--- src/rtl/dec_scan_seq_pkg.sv ---
// Shared definitions for the decoder scan sequencer: FSM state encoding,
// index width and the index step helper.
package dec_scan_seq_pkg;

  localparam int unsigned IDX_W = 5;

  typedef enum logic [1:0] {
    ST_IDLE = 2'd0,
    ST_RUN  = 2'd1,
    ST_DONE = 2'd2
  } state_e;

  // One index step; callers handle the end-of-range wrap before calling.
  function automatic logic [IDX_W-1:0] step_idx(input logic [IDX_W-1:0] cur,
                                                input logic             down);
    return down ? (cur - IDX_W'(1)) : (cur + IDX_W'(1));
  endfunction

endpackage

--- src/rtl/dec_scan_seq_prescaler.sv ---
// Dwell-time prescaler: counts 0..CLK_DIV-1 and flags a tick on the last count.
// clr forces the count to zero; hold freezes it and suppresses the tick.
module dec_scan_prescaler #(
  parameter int unsigned CLK_DIV = 100000
) (
  input  logic clk,
  input  logic rst_n,
  input  logic clr,
  input  logic hold,
  output logic tick
);

  localparam int unsigned PW = (CLK_DIV > 1) ? $clog2(CLK_DIV) : 1;
  localparam logic [PW-1:0] TERM = PW'(CLK_DIV - 1);

  logic [PW-1:0] count_q;
  logic [PW-1:0] count_d;
  logic          at_term;

  assign at_term = (count_q == TERM);
  assign tick    = at_term && !hold;

  always_comb begin
    count_d = count_q;
    if (clr) begin
      count_d = '0;
    end else if (!hold) begin
      count_d = at_term ? '0 : (count_q + PW'(1));
    end
  end

  always_ff @(posedge clk or negedge rst_n) begin
    if (!rst_n) begin
      count_q <= '0;
    end else begin
      count_q <= count_d;
    end
  end

endmodule

--- src/rtl/dec_scan_seq.sv ---
// Scan sequencer driving a 5-to-32 decoder select index and enable.
// Optional feature: define DEC_SCAN_PAUSE_EN to add the pause input.
module dec_scan_seq
  import dec_scan_seq_pkg::*;
#(
  parameter int unsigned CLK_DIV = 100000,
  parameter int unsigned LAST    = 31
) (
  input  logic             clk,
  input  logic             rst_n,
  input  logic             start,
  input  logic             stop,
  input  logic             dir,
  input  logic             oneshot,
`ifdef DEC_SCAN_PAUSE_EN
  input  logic             pause,
`endif
  output logic [IDX_W-1:0] idx,
  output logic             en,
  output logic             busy,
  output logic             done
);

  localparam logic [IDX_W-1:0] LAST_IDX = IDX_W'(LAST);

  state_e           state_q;
  logic [IDX_W-1:0] idx_q;
  logic             en_q;
  logic             busy_q;
  logic             done_q;
  logic             dir_q;
  logic             oneshot_q;

  logic             tick;
  logic             clr;
  logic             hold;
  logic             at_end;
  logic [IDX_W-1:0] idx_d;

  // Prescaler is held at zero outside RUN, which covers the clear on RUN entry.
  assign clr = (state_q != ST_RUN) || stop;

`ifdef DEC_SCAN_PAUSE_EN
  assign hold = pause && (state_q == ST_RUN);
`else
  assign hold = 1'b0;
`endif

  dec_scan_prescaler #(
    .CLK_DIV (CLK_DIV)
  ) u_prescaler (
    .clk   (clk),
    .rst_n (rst_n),
    .clr   (clr),
    .hold  (hold),
    .tick  (tick)
  );

  assign at_end = dir_q ? (idx_q == '0) : (idx_q == LAST_IDX);

  always_comb begin
    idx_d = step_idx(idx_q, dir_q);
    if (at_end) begin
      idx_d = dir_q ? LAST_IDX : '0;
    end
  end

  always_ff @(posedge clk or negedge rst_n) begin
    if (!rst_n) begin
      state_q   <= ST_IDLE;
      idx_q     <= '0;
      en_q      <= 1'b0;
      busy_q    <= 1'b0;
      done_q    <= 1'b0;
      dir_q     <= 1'b0;
      oneshot_q <= 1'b0;
    end else begin
      done_q <= 1'b0;
      unique case (state_q)
        ST_IDLE: begin
          if (start && !stop) begin
            state_q   <= ST_RUN;
            en_q      <= 1'b1;
            busy_q    <= 1'b1;
            idx_q     <= dir ? LAST_IDX : '0;
            dir_q     <= dir;
            oneshot_q <= oneshot;
          end
        end
        ST_RUN: begin
          if (stop) begin
            state_q <= ST_IDLE;
            en_q    <= 1'b0;
            busy_q  <= 1'b0;
            idx_q   <= '0;
          end else if (tick) begin
            if (at_end && oneshot_q) begin
              state_q <= ST_DONE;
              en_q    <= 1'b0;
              busy_q  <= 1'b0;
              done_q  <= 1'b1;
            end else begin
              idx_q <= idx_d;
            end
          end
        end
        ST_DONE: begin
          state_q <= ST_IDLE;
        end
        default: begin
          state_q <= ST_IDLE;
        end
      endcase
    end
  end

  assign idx  = idx_q;
  assign en   = en_q;
  assign busy = busy_q;
  assign done = done_q;

endmodule

--- config.mk ---
export PLATFORM = sky130hd
export DESIGN_NAME = dec_scan_seq
export DESIGN_NICKNAME = d
export VERILOG_FILES = /design/src/rtl/dec_scan_seq_pkg.sv /design/src/rtl/dec_scan_seq_prescaler.sv /design/src/rtl/dec_scan_seq.sv
export SDC_FILE = /design/constraint.sdc
export NUM_CORES = 1
export LEC_CHECK = 0
export CAP_MARGIN = 30
export CORE_ASPECT_RATIO = 1.2
export CORE_UTILIZATION = 51
export DETAILED_ROUTE_END_ITERATION = 16
export HOLD_SLACK_MARGIN = 0.03
export PLACE_DENSITY = 0.82
export SYNTH_ARGS = -nofsm -noshare
export SYNTH_HDL_FRONTEND = slang
export SYNTH_SLANG_ARGS = --single-unit
--- constraint.sdc ---
create_clock -name clk -period 1.9 [get_ports clk]
set_input_delay 0.19 -clock clk [delete_from_list [all_inputs] [get_ports clk]]
set_output_delay 0.19 -clock clk [all_outputs]
set_load 0.01 [all_outputs]
==> flow_results.xml <==
<?xml version="1.0" encoding="UTF-8"?>
<metrics>
  <group name="synth">
    <metric name="synth_fp_nets" unit="">165</metric>
    <metric name="synth-simple-area-share" unit="%">24.6</metric>
    <metric name="synth_fa_ha_area_share" unit="%">4.51</metric>
    <metric name="postSynth.topFlopCell" unit="">sky130_fd_sc_hd__dfrtp_1</metric>
    <metric name="synthDominantAreaCellType" unit="">sky130_fd_sc_hd__dfrtp_1</metric>
    <metric name="synth-seq-cells" unit="">28</metric>
    <metric name="synth_enable_flop_cells" unit="">0</metric>
    <metric name="yosysSeqAreaShare" unit="%">45.1</metric>
    <metric name="netlist_top_cells_count" unit="">28 x sky130_fd_sc_hd__dfrtp_1, 28 x sky130_fd_sc_hd__nor2_1, 12 x sky130_fd_sc_hd__xor2_1</metric>
    <metric name="yosys.area_share.xor_xnor" unit="%">10.1</metric>
    <metric name="main_combinational_cell_family_by_area_after_synthesis" unit="">simple AND/OR/NAND/NOR gates</metric>
    <metric name="synth.mux.area_fraction" unit="%">5.55</metric>
    <metric name="synth_async_sr_flop_share" unit="%">100</metric>
    <metric name="synth-compound-area-share" unit="%">7.00</metric>
    <metric name="ys_warn_count" unit="">0</metric>
    <metric name="post_synth_main_area_contributors" unit="">sky130_fd_sc_hd__dfrtp_1 45%, sky130_fd_sc_hd__nor2_1 6.8%, sky130_fd_sc_hd__xor2_1 6.8%, sky130_fd_sc_hd__mux2_4 4.8%, sky130_fd_sc_hd__xnor2_1 3.4%</metric>
    <metric name="syn_inst" unit="">154</metric>
    <metric name="netlist_area" unit="um2">1560</metric>
    <metric name="avgSynthCellArea" unit="um2">10.1</metric>
    <metric name="synth_top_cell_area_share" unit="%">45.1</metric>
    <metric name="synthDistinctLibCells" unit="">34</metric>
  </group>
  <group name="timing">
    <metric name="final_critical_path_setup_slack" unit="ps">13.0</metric>
    <metric name="worst_slew_pin_slew" unit="ps">547</metric>
    <metric name="minimum_clock_period" unit="ps">1890</metric>
    <metric name="report.final.hold_viol_count" unit="">0</metric>
    <metric name="rsz0062_at_grt" unit="">true</metric>
    <metric name="finalCritPeriodShare" unit="%">99.3</metric>
    <metric name="slew_headroom" unit="%">63.2</metric>
    <metric name="timing.fmax" unit="MHz">530</metric>
    <metric name="max_slew_violations" unit="">0</metric>
    <metric name="setup_violations" unit="">0</metric>
    <metric name="fin_worst_skew" unit="ps">2.80</metric>
  </group>
  <group name="power">
    <metric name="p_int" unit="W">0.00109</metric>
    <metric name="power-per-cell-area" unit="nW/um2">836</metric>
    <metric name="power_frac_comb" unit="%">36.9</metric>
    <metric name="power_frac_seq" unit="%">44.8</metric>
    <metric name="pwr-share-clk" unit="%">18.4</metric>
    <metric name="max_ir_drop_vdd" unit="mV">0.561</metric>
    <metric name="leakage_power" unit="nW">0.826</metric>
    <metric name="netSwitchingFraction" unit="%">30.5</metric>
    <metric name="net-switching-power" unit="W">0.000478</metric>
  </group>
  <group name="floorplanning">
    <metric name="die-height" unit="um">62.5</metric>
    <metric name="boundaryPins" unit="">14</metric>
    <metric name="total_die_area" unit="um2">3280</metric>
    <metric name="initial_utilization" unit="%">54.8</metric>
    <metric name="placeableCoreArea" unit="um2">2840</metric>
    <metric name="die-width" unit="um">52.4</metric>
    <metric name="num_rows" unit="">21</metric>
  </group>
  <group name="cts">
    <metric name="clk_transition_reported_paths" unit="ps">150</metric>
    <metric name="cts_tree" unit="">yes</metric>
    <metric name="insertion_delay" unit="ps">320</metric>
    <metric name="root_buffer" unit="">sky130_fd_sc_hd__clkbuf_4</metric>
    <metric name="cts.path.max_buffers" unit="">2</metric>
    <metric name="number_of_buffers_inserted_during_clock_tree_synthesis" unit="">3</metric>
    <metric name="htree_levels" unit="">1</metric>
    <metric name="clkSinkCount" unit="">28</metric>
  </group>
  <group name="finish">
    <metric name="antenna-diode-count" unit="">0</metric>
    <metric name="p_r_area_growth_vs_syn" unit="%">20.4</metric>
    <metric name="final_net_count" unit="">195</metric>
    <metric name="finalInstanceArea" unit="um2">1870</metric>
    <metric name="post_route_cells_drive_above_1_share" unit="%">20.2</metric>
  </group>
  <group name="placement">
    <metric name="post-dp-hpwl" unit="um">2360</metric>
    <metric name="placement.cell_area" unit="um2">1820</metric>
    <metric name="preCtsSetupSlack" unit="ps">-0.486</metric>
    <metric name="finalWeightedCongestion" unit="">0.874</metric>
    <metric name="portBuffers" unit="">13</metric>
  </group>
  <group name="setup_path">
    <metric name="worst_ep_arrival_time" unit="ps">2110</metric>
    <metric name="cp_data_required_time" unit="ps">2130</metric>
    <metric name="cp-end-kind" unit="">register</metric>
    <metric name="slowest_stage_cell_on_the_critical_path" unit="">sky130_fd_sc_hd__or4_4</metric>
    <metric name="critical_path_peak_fanout" unit="">5</metric>
    <metric name="sum_of_buffers_and_inverters_on_the_critical_path" unit="">0</metric>
    <metric name="criticalPathCategory" unit="">reg2reg</metric>
    <metric name="crit_chain" unit="">or4_4 -&gt; nor3_4 -&gt; o2111ai_2 -&gt; nand4b_4 -&gt; mux2_4</metric>
    <metric name="crit_path_start_kind" unit="">register</metric>
    <metric name="family_with_the_most_delay_on_the_worst_path" unit="">simple AND/OR/NAND/NOR gates</metric>
    <metric name="max_stage_delay" unit="ps">550</metric>
  </group>
  <group name="drt">
    <metric name="route.detailed.vias_per_inst" unit="">5.52</metric>
    <metric name="drtIter0Drc" unit="">46</metric>
    <metric name="dr_wl_cell" unit="um">14.4</metric>
    <metric name="drtPass1Iterations" unit="">4</metric>
    <metric name="detail_route.drc_violations" unit="">0</metric>
    <metric name="antenna_violating_nets_post_route" unit="">0</metric>
    <metric name="dr_total_vias" unit="">1198</metric>
    <metric name="detail_route.wirelength" unit="um">3130</metric>
  </group>
  <group name="global_routing">
    <metric name="grt_antenna_before_repair" unit="">0</metric>
    <metric name="grt_max_degree" unit="">29</metric>
    <metric name="first_global_vias" unit="">1323</metric>
    <metric name="grt.overflow.total" unit="">0</metric>
    <metric name="global_route_wire_length_before_repair" unit="um">5460</metric>
    <metric name="global_route.usage.total" unit="%">21.8</metric>
  </group>
  <group name="run_status">
    <metric name="outcome" unit="">finished, final reports clean</metric>
  </group>
  <group name="min_path">
    <metric name="hold_class" unit="">in2async</metric>
  </group>
  <group name="flow_run">
    <metric name="maxCapViolCount" unit="">0</metric>
  </group>
</metrics>
[stage by stage]
| stage | hold slack (ps) | setup TNS, ps | instances | total power [W] | util (%) |
|---|---|---|---|---|---|
| after global placement | 514 | 0 | 212 | 0.00125 | 64.0 |
| after CTS | 217 | 0 | 217 | 0.00158 | 65.7 |
| after global routing | 243 | -397 | 217 | 0.00166 | 66.0 |
| final | 211 | 0 | 217 | 0.00157 | 66.0 |
| after detailed placement | 541 | -0.486 | 212 | 0.00127 | 64.0 |
| after floorplan | -106 | 0 | 154 | 0.00105 | - |
[timing repair]
item	CTS	global route
buffers inserted	1	0
endpoints found under the setup margin	6	7
resized for setup	1	2
endpoints found under the hold margin	0	0
hold buffers	0	0
pin swaps	0	1
[final cells by class]
cell class | count | area, um2
sequential | 28 | 702
fill | 228 | 965
tap | 34 | 42.5
inverter | 8 | 30.0
clock buffer | 4 | 36.3
timing repair buffer | 28 | 243
multi-input combinational | 115 | 820
[power groups by stage]
stage	Sequential (W)	Clock, W	Combinational, W
2_1_floorplan	0.000738	0	0.000308
3_3_place_gp	0.000714	0	0.000541
3_5_place_dp	0.000714	0	0.000560
4_1_cts	0.000700	0.000297	0.000582
5_1_grt	0.000710	0.000328	0.000626
6_report	0.000701	0.000288	0.000578
[logic make-up after synthesis]
| group | after synthesis |
|---|---|
| simple gates | 69 |
| xor+xnor | 18 |
| flops | 28 |
| compound gates | 17 |
| buf+inv | 11 |
| fa+ha+maj | 5 |
| mux | 6 |
[state kept, by name, indices dropped and copies added, names as in the netlist]
name and count:
u_prescaler.count_q 17, idx 5, state_q 2, busy 1
dir_q 1, done 1, oneshot_q 1
[layer usage]
metal | vias to the layer above | part of all wire, % | GRT usage (%)
li1 | 590 | - | -
met1 | 585 | 41 | 25.0
met2 | 19 | 56 | 41.1
met3 | 4 | 1.9 | 2.19
met4 | 0 | 0.80 | 5.26
met5 | - | 0 | 0
[worst paths after layout]
kind                                        start  slack, ps                endpoint  cells after the start
min in group clk                              dir        440                   dir_q                      3
max in group asynchronous                   rst_n       1410                  idx[0]                      2
setup reg to reg                           idx[0]         10                  idx[4]                      5
hold reg to reg            u_prescaler.count_q[0]        560  u_prescaler.count_q[0]                      2
hold / removal                              rst_n        210  u_prescaler.count_q[6]                      2
setup / recovery                           idx[0]         10                  idx[4]                      5
[layout by cell type (no fill, tap or decap), types with 5 or more instances in the layout]
cell type and n:
sky130_fd_sc_hd__dfrtp_1 27, sky130_fd_sc_hd__buf_4 15, sky130_fd_sc_hd__xnor2_1 6, sky130_fd_sc_hd__o21ai_0 5, sky130_fd_sc_hd__nand2_1 9, sky130_fd_sc_hd__clkdlybuf4s50_1 13, sky130_fd_sc_hd__nand4_1 5, sky130_fd_sc_hd__inv_1 8
sky130_fd_sc_hd__xor2_1 12, sky130_fd_sc_hd__nor2_1 28, sky130_fd_sc_hd__nand3_1 6, sky130_fd_sc_hd__mux2_4 5
(Power assumes the default switching activity.)
